===== src/rtl/addsub_pipe_if.sv =====
// Valid/ready bus for the pipelined add/subtract unit: operand beat in, result beat out.
interface addsub_pipe_if #(
    parameter int WIDTH = 36
);
    logic             in_valid;
    logic             in_ready;
    logic [WIDTH-1:0] in_a;
    logic [WIDTH-1:0] in_b;
    logic             in_sub;
    logic [1:0]       in_sat;
    logic             out_valid;
    logic             out_ready;
    logic [WIDTH-1:0] out_sum;
    logic             out_carry;
    logic             out_ovf;

    modport master (
        output in_valid, in_a, in_b, in_sub, in_sat, out_ready,
        input  in_ready, out_valid, out_sum, out_carry, out_ovf
    );

    modport slave (
        input  in_valid, in_a, in_b, in_sub, in_sat, out_ready,
        output in_ready, out_valid, out_sum, out_carry, out_ovf
    );
endinterface


===== src/rtl/addsub_pipe.sv =====
// Pipelined add/subtract: carry chain cut into STAGES registered chunks, optional
// unsigned/signed saturation and raw carry/overflow flags in the last stage.
module addsub_pipe #(
    parameter int WIDTH  = 36,
    parameter int STAGES = 2
) (
    input  logic         clk,
    input  logic         rst_n,
    addsub_pipe_if.slave io
);
    localparam int CHUNK = (WIDTH + STAGES - 1) / STAGES;
    localparam int MSB   = WIDTH - 1;

    if (WIDTH < 2 || STAGES < 1 || STAGES > WIDTH) begin : g_bad_param
        $error("addsub_pipe: need WIDTH >= 2 and 1 <= STAGES <= WIDTH");
    end

    // One in-flight beat: operands ride along so later chunks and the flag logic can use them.
    typedef struct packed {
        logic [WIDTH-1:0] a;
        logic [WIDTH-1:0] beff;
        logic [WIDTH-1:0] sum;
        logic             cy;
        logic             ovf;
        logic             sub;
        logic [1:0]       sat;
    } stage_t;

    stage_t st_q  [STAGES];
    stage_t st_d  [STAGES];
    logic   vld_q [STAGES];
    stage_t in_beat;
    logic   stall;

    assign stall       = vld_q[STAGES-1] & ~io.out_ready;
    assign io.in_ready = ~stall;

    always_comb begin
        in_beat      = '0;
        in_beat.a    = io.in_a;
        in_beat.beff = io.in_b ^ {WIDTH{io.in_sub}};
        in_beat.cy   = io.in_sub;
        in_beat.sub  = io.in_sub;
        in_beat.sat  = io.in_sat;
    end

    for (genvar k = 0; k < STAGES; k++) begin : g_stage
        localparam int LO = k * CHUNK;
        // A high STAGES count can leave trailing stages with nothing to add.
        localparam int CW = (LO >= WIDTH) ? 0 : ((WIDTH - LO < CHUNK) ? WIDTH - LO : CHUNK);

        stage_t cur;
        stage_t added;
        stage_t nxt;

        if (k == 0) begin : g_first
            assign cur = in_beat;
        end else begin : g_next
            assign cur = st_q[k-1];
        end

        if (CW > 0) begin : g_add
            logic [CW:0] csum;
            assign csum = {1'b0, cur.a[LO +: CW]} + {1'b0, cur.beff[LO +: CW]} + {{CW{1'b0}}, cur.cy};
            always_comb begin
                added              = cur;
                added.sum[LO +: CW] = csum[CW-1:0];
                added.cy           = csum[CW];
            end
        end else begin : g_pass
            assign added = cur;
        end

        if (k == STAGES - 1) begin : g_last
            logic c_msb;
            // Carry into the MSB recovered from the finished sum bit and its operands.
            assign c_msb = added.sum[MSB] ^ added.a[MSB] ^ added.beff[MSB];
            always_comb begin
                nxt     = added;
                nxt.ovf = c_msb ^ added.cy;
                case (added.sat)
                    2'b01: if (added.sub ? ~added.cy : added.cy)
                               nxt.sum = added.sub ? '0 : '1;
                    2'b10: if (nxt.ovf)
                               nxt.sum = added.a[MSB] ? {1'b1, {(WIDTH-1){1'b0}}}
                                                      : {1'b0, {(WIDTH-1){1'b1}}};
                    default: ;
                endcase
            end
        end else begin : g_mid
            assign nxt = added;
        end

        assign st_d[k] = nxt;
    end

    always_ff @(posedge clk or negedge rst_n) begin
        if (!rst_n) begin
            for (int i = 0; i < STAGES; i++) begin
                st_q[i]  <= '0;
                vld_q[i] <= 1'b0;
            end
        end else if (!stall) begin
            vld_q[0] <= io.in_valid;
            for (int i = 1; i < STAGES; i++) vld_q[i] <= vld_q[i-1];
            for (int i = 0; i < STAGES; i++) st_q[i] <= st_d[i];
        end
    end

    assign io.out_valid = vld_q[STAGES-1];
    assign io.out_sum   = st_q[STAGES-1].sum;
    assign io.out_carry = st_q[STAGES-1].cy;
    assign io.out_ovf   = st_q[STAGES-1].ovf;
endmodule


===== src/flat_wrapper.sv =====
// flat-port wrapper written by rule: the top's interface ports become plain ports
module addsub_pipe_flat 
#(
    parameter int WIDTH  = 36,
    parameter int STAGES = 2
)
  (clk, rst_n, io_in_valid, io_in_a, io_in_b, io_in_sub, io_in_sat, io_out_ready, io_in_ready, io_out_valid, io_out_sum, io_out_carry, io_out_ovf);
  addsub_pipe_if #(.WIDTH(WIDTH)) io_i ();
  input  logic clk;
  input  logic rst_n;
  input wire logic [$bits(io_i.in_valid)-1:0] io_in_valid;
  input wire logic [$bits(io_i.in_a)-1:0] io_in_a;
  input wire logic [$bits(io_i.in_b)-1:0] io_in_b;
  input wire logic [$bits(io_i.in_sub)-1:0] io_in_sub;
  input wire logic [$bits(io_i.in_sat)-1:0] io_in_sat;
  input wire logic [$bits(io_i.out_ready)-1:0] io_out_ready;
  output wire logic [$bits(io_i.in_ready)-1:0] io_in_ready;
  output wire logic [$bits(io_i.out_valid)-1:0] io_out_valid;
  output wire logic [$bits(io_i.out_sum)-1:0] io_out_sum;
  output wire logic [$bits(io_i.out_carry)-1:0] io_out_carry;
  output wire logic [$bits(io_i.out_ovf)-1:0] io_out_ovf;
  assign io_i.in_valid = io_in_valid;
  assign io_i.in_a = io_in_a;
  assign io_i.in_b = io_in_b;
  assign io_i.in_sub = io_in_sub;
  assign io_i.in_sat = io_in_sat;
  assign io_i.out_ready = io_out_ready;
  assign io_in_ready = io_i.in_ready;
  assign io_out_valid = io_i.out_valid;
  assign io_out_sum = io_i.out_sum;
  assign io_out_carry = io_i.out_carry;
  assign io_out_ovf = io_i.out_ovf;
  addsub_pipe #(.WIDTH(WIDTH), .STAGES(STAGES)) u_core (.clk(clk), .rst_n(rst_n), .io(io_i));
endmodule

===== config.mk =====
export PLATFORM = sky130hd
export DESIGN_NAME = addsub_pipe_flat
export DESIGN_NICKNAME = d
export VERILOG_FILES = /design/src/rtl/addsub_pipe_if.sv /design/src/rtl/addsub_pipe.sv /design/src/flat_wrapper.sv
export SDC_FILE = /design/constraint.sdc
export NUM_CORES = 1
export LEC_CHECK = 0
export CORE_MARGIN = 4
export CORE_UTILIZATION = 55
export CTS_CLUSTER_SIZE = 16
export DETAILED_ROUTE_END_ITERATION = 16
export PLACE_DENSITY = 0.91
export SYNTH_ARGS = -nofsm -noshare
export SYNTH_HDL_FRONTEND = slang
export SYNTH_SLANG_ARGS = --single-unit

===== constraint.sdc =====
create_clock -name clk -period 6.57 [get_ports clk]
set_clock_uncertainty 0.05 [all_clocks]
set_input_delay 0.9855 -clock clk [delete_from_list [all_inputs] [get_ports clk]]
set_output_delay 0.9855 -clock clk [all_outputs]
set_load 0.05 [all_outputs]

Word-level counts from Yosys, hierarchy flattened --
Cells that the tools add are included. Widths: inputs -> output; s select.
Cells by class: $add $sub $neg 4, equality and inequality tests 2, mux-type cells 6, bitwise gates (word level) 8
Operators by type and width (number):
- $mux 36 | 4
- $pmux 36 s2 | 1
- $add 18x18->19 | 2
- $add 19x1->19 | 2
- $xor 36x36->36 | 1
- $not 1->1 | 3
- $xor 1x1->1 | 3
- $eq 2x1->1 const B | 1
- $eq 2x2->1 const B | 1
- $and 1x1->1 | 1
- $mux 1 | 1
Word-level totals: flip-flop bits (word level) 134, input port bits 79

Longest topological paths before layout --
depth in word-level cells 7, gate-level depth with buffers 13, gate-level depth less buffers 11

Worst setup path after synthesis --
No wires, ideal clock.
path kind input -> register, start point input io_in_sub, end point register u_core.st_q, in the netlist u_core.g_stage[1].added[21], arrival time 3.859 ns, required time 6.356 ns, slack 2.497 ns, stages on the path 13, buffers on the path 2, path through clkbuf_1 buf_1 xor2_1 fa_1 a21o_1 a21oi_1 nor2b_1 o21a_1 o211ai_1 a31oi_1 o41ai_1 xnor2_1 a21oi_1
On the way: word-level cells in the longest chain between the ends 3
RTL lines:
- start: declaration | line flat_wrapper.sv:14 | input wire logic [$bits(io_i.in_sub)-1:0] io_in_sub;
- $xor 36x36->36 | line addsub_pipe.sv:41 | in_beat.beff = io.in_b ^ {WIDTH{io.in_sub}};
- $add 18x18->19 | line addsub_pipe.sv:64 | assign csum = {1'b0, cur.a[LO +: CW]} + {1'b0, cur.beff[LO +: CW]} + {{CW{1'b0}}, cur.cy};
- $add 19x1->19 * | line addsub_pipe.sv:64
- end signal: indexed assignment | line addsub_pipe.sv:100 | st_q[i] <= '0;
- end: declaration | line addsub_pipe.sv:29 | stage_t st_q [STAGES];
Mark *: on every way between the ends. The rest lies on a longest branch, timed or not. A chain may end at the register's enable or synchronous reset.

Worst setup path in the final report --
start point register u_core.st_q, in the netlist u_core.g_stage[1].added[59], end point register u_core.st_q, in the netlist u_core.io.out_sum[23]
On the way: word-level cells in the longest chain between the ends 7
RTL lines:
- $add 18x18->19 * | line addsub_pipe.sv:64
- $add 19x1->19 * | line addsub_pipe.sv:64
- $xor 1x1->1 (2 in series) | line addsub_pipe.sv:77 | assign c_msb = added.sum[MSB] ^ added.a[MSB] ^ added.beff[MSB];
- $xor 1x1->1 | line addsub_pipe.sv:80 | nxt.ovf = c_msb ^ added.cy;
- $mux 36 | line addsub_pipe.sv:84 | 2'b10: if (nxt.ovf)
- $pmux 36 s2 * | line addsub_pipe.sv:81 | case (added.sat)
Marked as above.

==> impl_metrics.env <==
export IMPL_cap_violations=0
export IMPL_synth_net_count=736
export IMPL_die_w_um=111
export IMPL_ant_nets=0
export IMPL_grt_pass1_vias=5071
export IMPL_syn_inst=618
export IMPL_antenna_diode_count=0
export IMPL_cts_tree="done"
export IMPL_cts_buffers=9
export IMPL_cts_htree_levels=3
export IMPL_final_util_pct=71.2
export IMPL_slowest_stage="a211oi_2"
export IMPL_grt_max_degree=82
export IMPL_ios=119
export IMPL_r2r_cells=11
export IMPL_p_leak_nw=3.26
export IMPL_crit_family="compound AO/OA/AOI/OAI gates"
export IMPL_relSlewSlack_pct=22.7
export IMPL_synth_compound_area_share_pct=21.0
export IMPL_path_max_fanout=13
export IMPL_rrSetupSlack_ns=2.30
export IMPL_status="finished clean"
export IMPL_vias=5005
export IMPL_critPathArrivalTime_ns=4.42
export IMPL_min_period_ns=4.27
export IMPL_multi_input_area_mm2=0.00323
export IMPL_clock_sinks=98
export IMPL_coreArea_mm2=0.0104
export IMPL_syn_area_mm2=0.00588
export IMPL_cp_start_kind="flip-flop"
export IMPL_yosys_area_top_type="dfrtp_1"
export IMPL_n_fill_cell=760
export IMPL_netlist_area_leader_share_pct=41.7
export IMPL_final_layout_size_suffix_gt1_share_pct=9.20
export IMPL_start_util_pct=56.7
export IMPL_synth_area_leaders="dfrtp_1 42%, ha_1 7.7%, nand2_1 6.5%"
export IMPL_synth_warnings=0
export IMPL_r2r_end="u_core.io.out_sum[23]"
export IMPL_viasPerCell=5.79
export IMPL_worstHoldPathType="reg -> reg"
export IMPL_drc=0
export IMPL_fin_crit_sh_pct=65.0
export IMPL_worst_slew_pin_slew_ns=1.16
export IMPL_synth_xor_area_share_pct=10.5
export IMPL_dr_pass1_iters=5
export IMPL_ys_types=58
export IMPL_rsz0062_at_grt="no"
export IMPL_layout_nets=841
export IMPL_synth_edf_count=0
export IMPL_startpoint="u_core.g_stage[1].added[59]"
export IMPL_cts_root_buf="clkbuf_8"
export IMPL_antenna_found_initial=0
export IMPL_fin_setup_tns_ns=0
export IMPL_crit_path_max_incr_delay_ns=0.98
export IMPL_synth_fa_ha_area_share_pct=8.85
export IMPL_dp_hpwl_um=10400
export IMPL_ys_ff_latch=98
export IMPL_die_h_um=111
export IMPL_cts_hold_buffers=0
export IMPL_cp_end_kind="flip-flop"
export IMPL_grt_overflow_total=0
export IMPL_fmax_ghz=0.234
export IMPL_ys_seq_area_share_pct=41.7
export IMPL_post_cts_resized=0
export IMPL_critPathRequiredTime_ns=6.73
export IMPL_synthMuxAreaShare_pct=0.638
export IMPL_core_rowCount=37
export IMPL_synth_top_family_by_area="compound AO/OA/AOI/OAI gates"
export IMPL_place_congestion=0.869
export IMPL_drv_slew=0
export IMPL_clk_latency_ns=0.38
export IMPL_crit_chain="fa_1, fa_1, a211oi_1, o21ai_1, a211o_1, a211oi_2, o21ai_1, mux2_4, xnor2_2, a211oi_2, o22ai_1"
export IMPL_clock_path_buffers=2
export IMPL_register_area_mm2=0.00245
export IMPL_path_clk_slew_ns=0.09
export IMPL_die_area_mm2=0.0124
export IMPL_synthFlopType="dfrtp_1"
export IMPL_worst_setup_path_type="reg -> reg"
export IMPL_hold_viol_final=0
export IMPL_hold_start="u_core.vld_q[1]"
export IMPL_drtIter0Drc=293
export IMPL_vdd_ir_drop_max_mv=0.246
export IMPL_synth_simple_area_share_pct=13.7
export IMPL_syn2layout_area_growth_pct=25.7
export IMPL_crit_path_end="u_core.io.out_sum[23]"
export IMPL_drt_total_wl_um=14600
export IMPL_setup_viol=0
export IMPL_path_buf_inv=0
export IMPL_grt_use_total_pct=23.9
export IMPL_io_buffers=118
export IMPL_cts_setup_buffers=0
export IMPL_pwr_density_cell_mw_per_mm2=395
export IMPL_synthArstFlopShare_pct=100
export IMPL_worstReg2RegStart="u_core.g_stage[1].added[59]"
export IMPL_crit_cells=11
export IMPL_routedWlPerCell_um=16.8
export IMPL_grt_pass1_wl_um=24400
export IMPL_synth_area_per_cell_um2=9.51
## cell usage in the layout, fill, tap and decap left out, types with 8 or more instances in the layout
| cell type | synthesis | routed |
|---|---|---|
| dfrtp_1 | 98 | 98 |
| a21oi_1 | 34 | 34 |
| nand2_1 | 102 | 102 |
| o22ai_2 | 9 | 9 |
| nor2_1 | 47 | 47 |
| a211oi_1 | 8 | 8 |
| o221a_2 | 20 | 20 |
| xor2_1 | 29 | 29 |
| xnor2_1 | 38 | 38 |
| inv_1 | 21 | 20 |
| clkbuf_8 | 0 | 10 |
| ha_1 | 36 | 36 |
| o21ai_0 | 53 | 53 |
| clkdlybuf4s50_1 | 0 | 116 |
## worst min-delay path by stage
stage	cells after the start	slack, ns	to
floorplan	2	0.38	u_core.vld_q[1]
global placement	2	0.39	u_core.vld_q[1]
detailed placement	2	0.40	u_core.vld_q[1]
CTS	2	0.42	u_core.vld_q[1]
global route	1	0.44	u_core.io.out_valid
finish	2	0.42	u_core.vld_q[1]
## per-layer routing
metal / part of all wire (%) / track usage (%)
met5: 0 / 0
met4: 2.7 / 8.84
met3: 6.6 / 4.78
met2: 50 / 40.5
met1: 41 / 30.5
## stage by stage
stage	instance area (um2)	hold WS [ns]	worst slack, ns	power (mW)	std cells
2_1_floorplan	5880	0.380	2.50	1.95	618
3_3_place_gp	7140	0.391	2.46	2.37	848
3_5_place_dp	7140	0.403	2.32	2.43	848
4_1_cts	7390	0.422	2.30	2.92	864
5_1_grt	7390	0.439	2.03	3.07	864
6_report	7390	0.423	2.30	2.92	864
## power by group
part	internal, mW	switching (mW)	total [mW]
Clock	0.265	0.216	0.481
Combinational	0.586	0.914	1.50
Sequential	0.791	0.147	0.937
Total	1.64	1.28	2.92
## synthesized netlist by cell type, types with 5 or more instances
master and n:
a211oi_1 8, a21o_1 7, a21oi_1 34, clkbuf_1 20
dfrtp_1 98, ha_1 36, inv_1 21, nand2_1 102
nand3_1 6, nor2_1 47, nor2b_1 5, o21ai_0 53
o221a_2 20, o22ai_2 9, or3_1 5, xnor2_1 38
xor2_1 29
## state kept, by name (all words and copies together), names as in the netlist
register	flops
u_core.io.out_sum	36
u_core.io.out_carry	1
u_core.io.out_valid	1
u_core.io.out_ovf	1
u_core.g_stage.added	57
u_core.vld_q	1
u_core.g_stage.cur	1
## cell families (layout without fill, tap and decap cells)
family,count (synthesis),in the layout
buffers and inverters,50,160
AOI/OAI and AO/OA,170,170
and+or+nand+nor,188,188
xor gates and xnor gates,69,69
DFF,98,98
muxes,3,3
adders and majority gates,40,40
## layout make-up
type | count | area share, %
Inverter | 21 | 1.07
Timing Repair Buffer | 123 | 16.4
Tap cell | 136 | 2.30
Clock inverter | 6 | 1.52
Sequential cell | 98 | 33.2
Clock buffer | 10 | 1.86
Multi-Input combinational cell | 470 | 43.7
## worst min-delay path: stages, from the launching register on
cell and delay, ns:
dfrtp_1 0.35, nand2_1 0.05, nand2_1 0.05
Power figures use the tool's default switching activity.
